===== config.mk =====
export PLATFORM = sky130hd
export DESIGN_NAME = fsm_stim_feeder_flat
export DESIGN_NICKNAME = d
export VERILOG_FILES = /design/src/rtl/fsm_feed_pkg.sv /design/src/rtl/fsm_stim_feeder_if.sv /design/src/rtl/fsm_feed_fifo.sv /design/src/rtl/fsm_stim_feeder.sv /design/src/flat_wrapper.sv
export SDC_FILE = /design/constraint.sdc
export NUM_CORES = 1
export LEC_CHECK = 0
export BUFFER_PORTS_ARGS = -buffer_cell sky130_fd_sc_hd__buf_2
export CAP_MARGIN = 20
export CORE_MARGIN = 3
export CORE_UTILIZATION = 35
export DETAILED_ROUTE_END_ITERATION = 8
export SETUP_SLACK_MARGIN = 0.02
export SLEW_MARGIN = 25
export SYNTH_ARGS = -nofsm -noshare
export SYNTH_HDL_FRONTEND = slang
export SYNTH_SLANG_ARGS = --single-unit

===== constraint.sdc =====
create_clock -name clk -period 2.9 [get_ports clk]
set_input_delay 0 -clock clk [delete_from_list [all_inputs] [get_ports clk]]
set_output_delay 0 -clock clk [all_outputs]
set_load 0.02 [all_outputs]

===== src/rtl/fsm_feed_pkg.sv =====
// Shared types and defaults for the fsm_stim_feeder stimulus stage.
package fsm_feed_pkg;

  localparam logic [7:0]  IDLE_BYTE_DEF  = 8'h00;
  localparam int unsigned GAP_CYCLES_DEF = 2;

  typedef enum logic [1:0] {
    IDLE,
    LAUNCH,
    STREAM,
    GAP
  } feed_state_t;

  typedef struct packed {
    logic       last;
    logic [7:0] data;
  } feed_entry_t;

endpackage


===== src/rtl/fsm_stim_feeder_if.sv =====
// Host-side byte handshake into the feeder; host is master, feeder is slave.
interface fsm_stim_feeder_if;
  logic       in_valid;
  logic       in_ready;
  logic [7:0] in_data;
  logic       in_last;

  modport master (output in_valid, output in_data, output in_last, input in_ready);
  modport slave  (input in_valid, input in_data, input in_last, output in_ready);
endinterface


===== src/rtl/fsm_feed_fifo.sv =====
// Synchronous show-ahead FIFO of {last, data} entries; DEPTH must be a power of 2.
module fsm_feed_fifo
  import fsm_feed_pkg::*;
#(
  parameter int unsigned DEPTH = 16
) (
  input  logic                     clk,
  input  logic                     rst_n,
  input  logic                     push,
  input  feed_entry_t              wr_entry,
  input  logic                     pop,
  output feed_entry_t              head,
  output logic                     full,
  output logic                     empty,
  output logic [$clog2(DEPTH):0]   count
);

  localparam int unsigned AW = $clog2(DEPTH);
  localparam logic [AW:0]   CNT_ONE  = (AW+1)'(1);
  localparam logic [AW:0]   CNT_FULL = (AW+1)'(DEPTH);
  localparam logic [AW-1:0] PTR_ONE  = AW'(1);

  feed_entry_t   mem [DEPTH];
  logic [AW-1:0] rd_ptr;
  logic [AW-1:0] wr_ptr;
  logic          do_push;
  logic          do_pop;

  assign full    = (count == CNT_FULL);
  assign empty   = (count == '0);
  assign do_push = push && !full;
  assign do_pop  = pop && !empty;
  assign head    = mem[rd_ptr];

  always_ff @(posedge clk) begin
    if (do_push) mem[wr_ptr] <= wr_entry;
  end

  always_ff @(posedge clk or negedge rst_n) begin
    if (!rst_n) begin
      rd_ptr <= '0;
      wr_ptr <= '0;
      count  <= '0;
    end else begin
      if (do_push) wr_ptr <= wr_ptr + PTR_ONE;
      if (do_pop)  rd_ptr <= rd_ptr + PTR_ONE;
      case ({do_push, do_pop})
        2'b10:   count <= count + CNT_ONE;
        2'b01:   count <= count - CNT_ONE;
        default: count <= count;
      endcase
    end
  end

endmodule


===== src/rtl/fsm_stim_feeder.sv =====
// Frame feeder: buffers host bytes, pulses start, then streams one byte per cycle.
// Optional FEEDER_STATS_EN adds frames_sent / underrun_cnt counters.
module fsm_stim_feeder
  import fsm_feed_pkg::*;
#(
  parameter int unsigned DEPTH      = 16,
  parameter int unsigned GAP_CYCLES = GAP_CYCLES_DEF,
  parameter logic [7:0]  IDLE_BYTE  = IDLE_BYTE_DEF
) (
  input  logic                 clk,
  input  logic                 rst_n,
  fsm_stim_feeder_if.slave     host,
  output logic                 start,
  output logic [7:0]           data_in,
  output logic                 busy,
  output logic                 underrun
`ifdef FEEDER_STATS_EN
  ,
  output logic [15:0]          frames_sent,
  output logic [7:0]           underrun_cnt
`endif
);

  localparam int unsigned CW = $clog2(DEPTH) + 1;
  localparam int unsigned GW = (GAP_CYCLES > 1) ? $clog2(GAP_CYCLES) : 1;
  localparam logic [CW-1:0] CNT_ONE  = CW'(1);
  localparam logic [CW-1:0] CNT_FULL = CW'(DEPTH);
  localparam logic [GW-1:0] GAP_LOAD = GW'(GAP_CYCLES - 1);

  feed_state_t   state;
  feed_entry_t   fifo_head;
  feed_entry_t   wr_entry;
  logic          fifo_full;
  logic          fifo_empty;
  logic [CW-1:0] fifo_count;
  logic [CW-1:0] frames_pending;
  logic [GW-1:0] gap_cnt;
  logic          last_q;
  logic          push;
  logic          pop;
  logic          launch_ok;

  assign host.in_ready = (fifo_count != CNT_FULL);
  assign push          = host.in_valid && host.in_ready;
  assign wr_entry      = '{last: host.in_last, data: host.in_data};

  // last_q marks that data_in currently shows the frame's final byte, so no further pop.
  assign pop = (state == LAUNCH) || ((state == STREAM) && !last_q && !fifo_empty);

  // A full FIFO with no complete frame launches anyway so an oversize frame can drain.
  assign launch_ok = (frames_pending != '0) || fifo_full;

  fsm_feed_fifo #(.DEPTH(DEPTH)) u_fifo (
    .clk      (clk),
    .rst_n    (rst_n),
    .push     (push),
    .wr_entry (wr_entry),
    .pop      (pop),
    .head     (fifo_head),
    .full     (fifo_full),
    .empty    (fifo_empty),
    .count    (fifo_count)
  );

  always_ff @(posedge clk or negedge rst_n) begin
    if (!rst_n) begin
      frames_pending <= '0;
    end else begin
      case ({push && host.in_last, pop && fifo_head.last})
        2'b10:   frames_pending <= frames_pending + CNT_ONE;
        2'b01:   frames_pending <= frames_pending - CNT_ONE;
        default: frames_pending <= frames_pending;
      endcase
    end
  end

  always_ff @(posedge clk or negedge rst_n) begin
    if (!rst_n) begin
      state    <= IDLE;
      start    <= 1'b0;
      data_in  <= IDLE_BYTE;
      busy     <= 1'b0;
      underrun <= 1'b0;
      last_q   <= 1'b0;
      gap_cnt  <= '0;
    end else begin
      start    <= 1'b0;
      underrun <= 1'b0;
      case (state)
        IDLE: begin
          if (launch_ok) begin
            start <= 1'b1;
            busy  <= 1'b1;
            state <= LAUNCH;
          end
        end
        LAUNCH: begin
          data_in <= fifo_head.data;
          last_q  <= fifo_head.last;
          state   <= STREAM;
        end
        STREAM: begin
          if (last_q) begin
            data_in <= IDLE_BYTE;
            last_q  <= 1'b0;
            if (GAP_CYCLES != 0) begin
              gap_cnt <= GAP_LOAD;
              state   <= GAP;
            end else if (launch_ok) begin
              start <= 1'b1;
              state <= LAUNCH;
            end else begin
              busy  <= 1'b0;
              state <= IDLE;
            end
          end else if (!fifo_empty) begin
            data_in <= fifo_head.data;
            last_q  <= fifo_head.last;
          end else begin
            data_in  <= IDLE_BYTE;
            underrun <= 1'b1;
          end
        end
        GAP: begin
          if (gap_cnt != '0) begin
            gap_cnt <= gap_cnt - GW'(1);
          end else if (launch_ok) begin
            start <= 1'b1;
            state <= LAUNCH;
          end else begin
            busy  <= 1'b0;
            state <= IDLE;
          end
        end
        default: state <= IDLE;
      endcase
    end
  end

`ifdef FEEDER_STATS_EN
  always_ff @(posedge clk or negedge rst_n) begin
    if (!rst_n) begin
      frames_sent  <= '0;
      underrun_cnt <= '0;
    end else begin
      if (start) frames_sent <= frames_sent + 16'd1;
      if (underrun && (underrun_cnt != '1)) underrun_cnt <= underrun_cnt + 8'd1;
    end
  end
`endif

endmodule


===== src/flat_wrapper.sv =====
// flat-port wrapper written by rule: the top's interface ports become plain ports
module fsm_stim_feeder_flat import fsm_feed_pkg::*;
#(
  parameter int unsigned DEPTH      = 16,
  parameter int unsigned GAP_CYCLES = GAP_CYCLES_DEF,
  parameter logic [7:0]  IDLE_BYTE  = IDLE_BYTE_DEF
)
  (clk, rst_n, start, data_in, busy, underrun, host_in_valid, host_in_data, host_in_last, host_in_ready);
  fsm_stim_feeder_if host_i ();
  input  logic clk;
  input  logic rst_n;
  output logic start;
  output logic [7:0] data_in;
  output logic busy;
  output logic underrun;
  input wire logic [$bits(host_i.in_valid)-1:0] host_in_valid;
  input wire logic [$bits(host_i.in_data)-1:0] host_in_data;
  input wire logic [$bits(host_i.in_last)-1:0] host_in_last;
  output wire logic [$bits(host_i.in_ready)-1:0] host_in_ready;
  assign host_i.in_valid = host_in_valid;
  assign host_i.in_data = host_in_data;
  assign host_i.in_last = host_in_last;
  assign host_in_ready = host_i.in_ready;
  fsm_stim_feeder #(.DEPTH(DEPTH), .GAP_CYCLES(GAP_CYCLES), .IDLE_BYTE(IDLE_BYTE)) u_core (.clk(clk), .rst_n(rst_n), .host(host_i), .start(start), .data_in(data_in), .busy(busy), .underrun(underrun));
endmodule

Yosys cells after proc, flatten, opt, wreduce, memory -nomap -nowiden
Memories as Yosys holds them, arrays and structs flattened.
Cells that the tools add are included.
{"block": "op_classes", "n_addsub": 7, "n_eq_ne": 13, "muxes": 28, "reduce_logical": 23}
{"op": "$pmux W5 S2", "count": 2}
{"op": "$mux W8", "count": 2}
{"op": "$pmux W8 S2", "count": 1}
{"op": "$mux W1", "count": 15}
{"op": "$add A5 B1 Y5 const B", "count": 2}
{"op": "$reduce_bool A2 Y1", "count": 5}
{"op": "$sub A5 B1 Y5 const B", "count": 2}
{"op": "$add A4 B1 Y4 const B", "count": 2}
{"op": "$eq A2 B2 Y1 const B", "count": 4}
{"op": "$pmux W1 S2", "count": 4}
{"op": "$pmux W2 S4", "count": 1}
{"op": "$logic_and A1 B1 Y1", "count": 7}
{"op": "$eq A2 B1 Y1 const B", "count": 3}
{"op": "$mux W2", "count": 3}
{"op": "$eq A5 B5 Y1 const B", "count": 1}
{"op": "$logic_not A5 Y1", "count": 1}
{"op": "$ne A5 B5 Y1 const B", "count": 1}
{"op": "$reduce_bool A5 Y1", "count": 1}
{"op": "$ne A2 B1 Y1 const B", "count": 2}
{"op": "$ne A2 B2 Y1 const B", "count": 2}
{"op": "$reduce_and A4 Y1", "count": 1}
{"op": "$logic_not A1 Y1", "count": 3}
{"op": "$reduce_and A3 Y1", "count": 1}
{"op": "$logic_not A2 Y1", "count": 1}
{"op": "3 further kinds", "count": 4}
{"block": "word_totals", "regBits": 33, "ramBits": 144, "in_bits": 12, "out_inout_bits": 12, "memories": 1}
{"name": "u_core.u_fifo.mem", "depth": 16, "word_bits": 9, "rd": 1, "rd_ports_with_merged_regs": 0, "wr": 1, "line": "fsm_feed_fifo.sv:23", "text": "feed_entry_t mem [DEPTH];"}

Longest topological paths before layout
Gate-level depths: netlist of the first run.
{"block": "depth", "ltp_word": 7, "mapped_depth": 14, "ltp_nobuf": 12}

Hierarchy
From an unflattened synthesis of the first run, not the netlist that was laid out.
{"block": "unflattened", "hier_cells": 480, "area_unflattened_um2": 7546.0}
{"module": "fsm_feed_fifo", "instances": 1, "cells_per_inst": 361, "area_per_inst_um2": 6416.2, "seq_area_each_um2": 4649.5}
{"module": "fsm_stim_feeder", "instances": 1, "cells_per_inst": 119, "area_per_inst_um2": 1129.8, "seq_area_each_um2": 500.5}

Worst setup path before layout of the first run
No wires, ideal clock.
{"block": "synth_timing", "path_type": "register to register", "startpoint": "reg u_core.u_fifo.rd_ptr[0]", "endpoint": "reg u_core.frames_pending[4]", "setup_time_ps": 124, "arrival_ps": 2754, "required_time_ps": 2776, "slack_ps": 22, "stages_incl_launch_ff": 15, "n_path_buf": 3, "period_less_slack_ps": 2878, "path_cell_list": "dfrtp_1 -> buf_2 -> buf_2 -> nor2_1 -> a32oi_1 -> nand3_1 -> a21oi_1 -> ha_1 -> clkbuf_1 -> xor2_1 -> ha_1 -> o21a_1 -> o21ai_0 -> a22oi_1 -> xnor2_1"}
{"block": "synth_between", "elab_chain_len": 4}
{"item": "from (decl)", "line": "fsm_feed_fifo.sv:24", "text": "logic [AW-1:0] rd_ptr;"}
{"item": "from (signal assigned)", "line": "fsm_feed_fifo.sv:46", "text": "if (do_pop) rd_ptr <= rd_ptr + PTR_ONE;"}
{"item": "$mem_v2 Z16 W9 (*)"}
{"item": "$logic_and A1 B1 Y1 (*)", "line": "fsm_stim_feeder.sv:69", "text": "case ({push && host.in_last, pop && fifo_head.last})"}
{"item": "$eq A2 B1 Y1 or $eq A2 B2 Y1 (tied branches)", "line": "fsm_stim_feeder.sv:69"}
{"item": "$pmux W5 S2 or $reduce_bool A2 Y1 (tied branches)"}
{"item": "to (signal assigned)", "line": "fsm_stim_feeder.sv:70", "text": "2'b10: frames_pending <= frames_pending + CNT_ONE;"}
{"item": "to (signal assigned)", "line": "fsm_stim_feeder.sv:71", "text": "2'b01: frames_pending <= frames_pending - CNT_ONE;"}
{"item": "to (signal assigned)", "line": "fsm_stim_feeder.sv:72", "text": "default: frames_pending <= frames_pending;"}
{"item": "to (decl)", "line": "fsm_stim_feeder.sv:36", "text": "logic [CW-1:0] frames_pending;"}
Every way passes the cells marked *; elsewhere a longest branch is shown, timed or not.
A chain may end at the register's enable or synchronous reset.

Worst setup path after layout of the first run
{"block": "layout_timing", "startpoint": "reg u_core.state[0]", "endpoint": "reg u_core.frames_pending[4]"}
{"block": "layout_between", "elab_chain_len": 7}
{"item": "from (decl)", "line": "fsm_stim_feeder.sv:30", "text": "feed_state_t state;"}
{"item": "from (signal assigned)", "line": "fsm_stim_feeder.sv:79", "text": "state <= IDLE;"}
{"item": "from (signal assigned)", "line": "fsm_stim_feeder.sv:94", "text": "state <= LAUNCH;"}
{"item": "from (signal assigned)", "line": "fsm_stim_feeder.sv:100", "text": "state <= STREAM;"}
{"item": "$eq A2 B2 Y1", "line": "fsm_stim_feeder.sv:48", "text": "assign pop = (state == LAUNCH) || ((state == STREAM) && !last_q && !fifo_empty);"}
{"item": "$logic_and A1 B1 Y1 (2 in a row)", "line": "fsm_stim_feeder.sv:48"}
{"item": "$logic_or A1 B1 Y1 (*)", "line": "fsm_stim_feeder.sv:48"}
{"item": "$logic_and A1 B1 Y1 (*)", "line": "fsm_stim_feeder.sv:69"}
{"item": "$eq A2 B1 Y1 or $eq A2 B2 Y1 (tied branches)", "line": "fsm_stim_feeder.sv:69"}
{"item": "$pmux W5 S2 or $reduce_bool A2 Y1 (tied branches)"}
Marks and branches as above.

==> metrics.md, run 1 <==
| Metric | Value |
|---|---|
| Placed insts | `740` |
| RSZ-0062 raised after global routing | `false` |
| Vias in the first global route | `approximately 4100` |
| MaxCap Viol Count | `0` |
| First-iteration detailed-routing DRC count | `205` |
| Total leakage power | `3.12 nW` |
| Die X-Extent | `153 um` |
| # DRC | `0` |
| Ant diodes | `0` |
| Post-route cell area | `8740 um^2` |
| Post-Layout Cell Count | `~780` |
| CTS clock-pin slew for the worst setup and hold paths | `around 0.06 ns` |
| Peak supply drop | `451 uV` |
| Setup violations, final | `0` |
| 1st-pass router iterations | `4` |
| Status | `complete, no violations` |
| Classification of the worst setup path | `register to register` |
| Crit path from | `u_core.state[0]$_DFFE_PN0P_` |
| Wire length per cell | `18.8 um` |
| # clock sinks | `177` |
| Antenna violations before repair | `0` |
| Critical path data arrival time | `3.01 ns` |
| Most common cell in the synthesized netlist | `edfxtp_1` |
| Setup TNS | `0 ns` |
| Number of flops mapped to enable cells by yosys | `roughly 140` |
| Initial Util | `0.357` |
| Synth Register Bits | `177` |
| Core region area | `roughly 21000 um^2` |
| CP max FO | `5` |
| Synth warn | `0` |
| Vias per cell | `between 5 and 6` |
| Worst min-delay path startpoint | `host_in_valid` |
| Grt total ovfl | `0` |
| H-tree Lvls | `4` |
| Syn nets | `469` |
| Final hold vios | `0` |
| GRT Total Usage | `0.129` |
| Full die area | `23300 um^2` |
| Final min period | `2.67 ns` |
| IO buf count | `23` |
| Rows | `53` |
| First-pass GRT wire length | `23200 um` |
| Largest net degree at the start of global routing | `34` |
| GPL Wtd Cong | `0.843` |
| Avg Cell Area, Syn | `around 17 um^2` |
| Synth unique cells | `51` |
| Clock tree buffer depth | `2` |
| Cts bufs inserted | `17` |
| Pins over their slew limit | `0` |
| Core Util, Final | `0.415` |
| Root Buffer | `clkbuf_16` |
| Synth area leaders | `edfxtp_1 (57%), dfrtp_1 (11%), mux4_2 (9.6%), mux2i_1 (3.2%), ha_1 (3.0%)` |
| Maximum clock rate | `approximately 370 MHz` |
| Worst path required time | `3.24 ns` |
| # fillers | `approximately 1900` |
| Cells after Synth | `439` |
| Final Skew | `0.00776 ns` |
| Routed Antenna Nets | `0` |
| Final worst-path cycle share | `0.920` |
| Share of layout cells above drive strength 1 | `0.256` |
| Pre-CTS setup slack | `0.171 ns` |
| Async S/R FF share, synth | `0.186` |
| Worst reg2reg startpoint | `u_core.state[0]$_DFFE_PN0P_` |
| Crit path launch type | `register` |
| WL final | `14700 um` |
| Power Density | `1040 nW/um^2` |
| Sequential area share after synthesis | `0.684` |
| Setup slack after layout | `0.231 ns` |
| Endpoint class of the critical path | `register` |
| Chip height | `153 um` |
| Nets | `524` |
| Area fraction of the dominant cell type after synthesis | `0.574` |
| Post-synth top flop | `edfxtp_1` |
| Area growth syn-to-layout | `16.1%` |
| I/O Pins | `24` |
| Top cells by count, synth | `edfxtp_1 (144), dfrtp_1 (33), mux4_2 (32)` |
| Routed via count | `3911` |
| Mapped cell area | `about 7500 um^2` |
| CTS tree | `yes` |
| Slew @ Worst Pin | `0.757 ns` |
| Worst min path class | `input pin to register` |
| Post-DP HPWL | `9780 um` |
| Worst-Skew Late Latency | `roughly 0.42 ns` |
| Post-DP Area | `between 8000 and 9000 um^2` |
| Max_slew headroom | `0.496` |
| Post-synth top area cell | `edfxtp_1` |
[registers in the layout, indices dropped and copies added (netlist names)]
register / cells
u_core.u_fifo.rd_ptr: 4
u_core.u_fifo.wr_ptr: 4
u_core.u_fifo.count: 5
u_core.state: 2
u_core.busy: 1
u_core.underrun: 1
u_core.start: 1
u_core.gap_cnt: 1
u_core.last_q: 1
u_core.frames_pending: 5
u_core.data_in: 8
u_core.u_fifo.mem: 144
[what timing repair did]
item | in CTS | in global routing
hold buffers | 10 | 0
resized for setup | 0 | 1
hold endpoints to repair | 177 | 0
buffers inserted | 0 | 0
setup endpoints to repair | 0 | 1
[cell usage in the layout, fill, tap and decap left out, types with 10 or more instances in the layout]
cell,netlist,final
edfxtp_1,144,144
dfrtp_1,33,33
mux4_2,32,32
buf_4,3,27
mux2i_1,24,24
buf_2,6,23
nor2_1,20,20
ha_1,18,17
clkbuf_16,0,17
inv_1,16,16
nand2_1,13,13
mux2_2,11,11
xor2_1,10,10
dlygate4sd3_1,0,10
[where the power goes]
| part | switching (mW) | leakage, nW | internal (mW) |
|---|---|---|---|
| combinational | 1.76 | 1.15 | 1.59 |
| sequential | 0.355 | 1.70 | 3.21 |
| clock | 0.928 | 0.267 | 1.26 |
[critical path, cell delays in order, from the launching register on]
cell and delay (ns):
dfrtp_1 0.44, inv_1 0.14, ha_1 0.24, nor2b_1 0.29, a21oi_1 0.13, a21oi_1 0.20
ha_1 0.24, xor2_1 0.16, ha_1 0.21, o21a_1 0.11, o21ai_0 0.07, a22oi_1 0.22
xnor2_1 0.14
[kinds of logic after synthesis]
kind of cell             synth area share
AO/OA/AOI/OAI                      0.0457
adder cells (fa/ha/maj)            0.0299
buffers and inverters              0.0236
AND/OR/NAND/NOR                    0.0495
multiplexers                        0.146
flip-flops                          0.684
XOR/XNOR                           0.0209
[final timing paths]
| check | end | slack (ns) | cells past startpoint |
|---|---|---|---|
| max in group asynchronous | u_core.state[1]$_DFFE_PN0P_ | 2.22 | 2 |
| setup / recovery | u_core.frames_pending[4]$_DFFE_PN0P_ | 0.23 | 12 |
| min in group asynchronous | u_core.frames_pending[3]$_DFFE_PN0P_ | 0.19 | 2 |
| setup reg to reg | u_core.frames_pending[4]$_DFFE_PN0P_ | 0.23 | 12 |
| hold / removal | u_core.u_fifo.wr_ptr[0]$_DFFE_PN0P_ | 0.15 | 4 |
| hold reg to reg | u_core.u_fifo.count[2]$_DFFE_PN0P_ | 0.49 | 1 |
[layer usage]
metal	vias to the layer above	wire, um	track usage
met2	90	7160	0.211
li1	1802	-	-
met1	2001	6680	0.173
met4	0	214	0.0339
met3	18	686	0.0349
met5	-	0	0
[final cells by class]
type / instances / area (um^2) / area share
inverter: 16 / 60.1 / 0.00687
sequential: 177 / 5150 / 0.589
tap: 275 / 344 / 0.0394
multi-input combinational: 222 / 2200 / 0.252
timing repair buffer: 60 / 418 / 0.0478
clock buffer: 18 / 429 / 0.0491
clock inverter: 14 / 138 / 0.0157
[stage by stage]
stage | hold WS, ns | total power, mW
6_report | 0.149 | 9.11
3_5_place_dp | 0.117 | 6.98
5_1_grt | 0.149 | 9.64
4_1_cts | 0.134 | 9.21
3_3_place_gp | 0.115 | 6.91
2_1_floorplan | -0.296 | 6.06
(Power assumes the default switching activity.)
==> inputs of run 2 (changes only) <==
--- a/config.mk
+++ b/config.mk
@@ -7,9 +7,12 @@
 export LEC_CHECK = 0
 export BUFFER_PORTS_ARGS = -buffer_cell sky130_fd_sc_hd__buf_2
 export CAP_MARGIN = 20
+export CELL_PAD_IN_SITES_DETAIL_PLACEMENT = 1
+export CELL_PAD_IN_SITES_GLOBAL_PLACEMENT = 2
 export CORE_MARGIN = 3
-export CORE_UTILIZATION = 35
+export CORE_UTILIZATION = 30
 export DETAILED_ROUTE_END_ITERATION = 8
+export PLACE_DENSITY_LB_ADDON = 0.1
 export SETUP_SLACK_MARGIN = 0.02
 export SLEW_MARGIN = 25
 export SYNTH_ARGS = -nofsm -noshare
==> run 2 against run 1 <==
Global-route usage grew 1.2 points. Power grew 3.7%. Setup slack lost 0.017 ns. Critical path depth shrank 3. Critical path type unchanged. Clock-buffer cell count is the same.
==> metrics.md, run 2 (synthesis results as in run 1) <==
| Metric | Value |
|---|---|
| Int Power | `6.14 mW` |
| Routed via count | `3979` |
| Post-Layout Cell Count | `between 800 and 900` |
| Net Sw Frac | `0.349` |
| IO buf count | `23` |
| Net Sw Power | `approximately 3.3 mW` |
| Worst path required time | `3.25 ns` |
| Area growth syn-to-layout | `18.5%` |
| First-pass GRT wire length | `27600 um` |
| Die X-Extent | `164 um` |
| GRT Total Usage | `0.141` |
| R2R depth | `9` |
| # clock sinks | `177` |
| Final hold vios | `0` |
| Ant diodes | `0` |
| # DRC | `0` |
| Core region area | `24500 um^2` |
| Pins over their slew limit | `0` |
| Setup slack after layout | `0.215 ns` |
| Routed Antenna Nets | `0` |
| RSZ-0062 raised after global routing | `false` |
| # fillers | `2482` |
| Root Buffer | `clkbuf_16` |
| Critical path data arrival time | `3.04 ns` |
| Rows | `57` |
| CTS tree | `yes` |
| Status | `complete, no violations` |
| Setup violations, final | `0` |
| Share of layout cells above drive strength 1 | `0.288` |
| Max_slew headroom | `0.445` |
| Setup TNS | `0 ns` |
| I/O Pins | `24` |
| Chip height | `roughly 160 um` |
| Comb pwr share | `0.373` |
| First-iteration detailed-routing DRC count | `between 150 and 200` |
| WL final | `18000 um` |
| Min-Delay Path Depth | `4` |
| Most frequent cells in the layout | `edfxtp_1 (144), buf_4 (37), mux4_2 (32)` |
| Power Density | `between 1000 and 1500 nW/um^2` |
| Crit-path slowest cell | `or4_1` |
| Wire length per cell | `21.3 um` |
| Crit path launch type | `register` |
| Delay-heaviest family, CP | `compound AO/OA/AOI/OAI gates` |
| Vias per cell | `4.73` |
| Total chip power | `9.44 mW` |
| Postcts setup bufs | `0` |
| Clock tree buffer depth | `2` |
| Slew @ Worst Pin | `0.833 ns` |
| Worst min path class | `input pin to register` |
| Core Util, Final | `0.365` |
| Largest Register | `u_core.u_fifo.mem` |
| Largest registers | `u_core.u_fifo.mem (144), u_core.data_in (8)` |
| CP max FO | `7` |
| Clock Power Share | `0.249` |
| H-tree Lvls | `4` |
| Flop pwr share | `0.379` |
| Classification of the worst setup path | `register to register` |
| Placed insts | `799` |
| Post-route cell area | `around 9000 um^2` |
| Vias in the first global route | `approximately 4400` |
| Crit-path cells | `or4_1 -> o22a_1 -> ha_1 -> xor2_1 -> ha_1 -> o21a_1 -> o21a_1 -> o32ai_1 -> xor2_1` |
| Final min period | `2.69 ns` |
| Endpoint class of the critical path | `register` |
| Post-DP Area | `8210 um^2` |
| MaxCap Viol Count | `0` |
| Final Skew | `between 0.01 and 0.015 ns` |
| Full die area | `27000 um^2` |
| Worst-Skew Late Latency | `0.43 ns` |
| Maximum clock rate | `372 MHz` |
| Number of flip-flops under the largest register name | `144` |
| GPL Wtd Cong | `0.790` |
| Largest net degree at the start of global routing | `34` |
| 1st-pass router iterations | `4` |
| Crit path depth | `9` |
| Peak supply drop | `between 300 and 400 uV` |
| Most common cell after layout, fill and taps aside | `edfxtp_1` |
| Initial Util | `0.308` |
| Final worst-path cycle share | `0.926` |
| Antenna violations before repair | `0` |
| Post-DP HPWL | `12000 um` |
| Crit path buffers/inverters | `0` |
| Cts bufs inserted | `17` |
| CTS clock-pin slew for the worst setup and hold paths | `0.07 ns` |
| WHS | `slightly below 0.2 ns` |
| Nets | `534` |
| Pre-CTS setup slack | `0.190 ns` |
| Max incr delay on CP | `0.60 ns` |
| Total leakage power | `3.18 nW` |
| Grt total ovfl | `0` |
-- run 2: cell count changes in the layout (fill, tap and decap cells not counted) --
cell / before / now
buf_4: 27 / 37
clkinv_1: 4 / 0
dfrtp_1: 33 / 29
dfrtp_2: 0 / 4
inv_6: 3 / 5
clkinv_2: 1 / 0
clkinv_4: 1 / 2
clkinv_8: 0 / 1
inv_8: 0 / 1
nor2b_1: 6 / 5
nor2b_2: 0 / 1
-- run 2: power groups by stage --
stage,logic [mW],clock network (mW),registers (mW)
6_report,3.52,2.35,3.58
3_3_place_gp,3.54,0,3.62
2_1_floorplan,2.56,0,3.50
5_1_grt,3.88,2.54,3.64
3_5_place_dp,3.58,0,3.63
4_1_cts,3.60,2.43,3.58
-- run 2: worst paths after layout --
| check | from | end | slack (ns) |
|---|---|---|---|
| max in group asynchronous | rst_n | u_core.u_fifo.rd_ptr[2]$_DFFE_PN0P_ | 2.10 |
| worst max register to register | u_core.u_fifo.count[2]$_DFFE_PN0P_ | u_core.u_fifo.count[4]$_DFFE_PN0P_ | 0.21 |
| worst max-delay path | u_core.u_fifo.count[2]$_DFFE_PN0P_ | u_core.u_fifo.count[4]$_DFFE_PN0P_ | 0.21 |
| worst min-delay path | host_in_valid | u_core.u_fifo.wr_ptr[0]$_DFFE_PN0P_ | 0.19 |
| worst min register to register | u_core.busy$_DFFE_PN0P_ | u_core.busy$_DFFE_PN0P_ | 0.52 |
| min in group asynchronous | rst_n | u_core.u_fifo.count[4]$_DFFE_PN0P_ | 0.21 |
-- run 2: worst register-to-register path, cell delays in order, from the launching register on --
cell and delay [ns]:
dfrtp_1 0.49, or4_1 0.60, o22a_1 0.24, ha_1 0.23
xor2_1 0.18, ha_1 0.24, o21a_1 0.17, o21a_1 0.16
o32ai_1 0.14, xor2_1 0.17
-- run 2: cell type report --
class	instances	area [um^2]	area share
repair buffers	70	493	0.0553
clock inverters	14	171	0.0192
inverters	16	60.1	0.00673
clock buffers	18	429	0.0481
multi-input cells	222	2200	0.247
flip-flops and latches	177	5150	0.578
well taps	324	405	0.0455
-- run 2: repair_timing --
action | in CTS | in global routing
endpoints found under the hold margin | 177 | 0
hold buffers | 10 | 0
setup endpoints to repair | 0 | 2
gates resized for setup | 0 | 3
-- run 2: per-layer routing --
| layer | global-route usage | vias up | wire (um) |
|---|---|---|---|
| met5 | 0 | - | 0 |
| met4 | 0.0309 | 0 | 148 |
| met3 | 0.0298 | 12 | 423 |
| met2 | 0.236 | 46 | 8990 |
| met1 | 0.190 | 2100 | 8390 |
| li1 | - | 1821 | - |
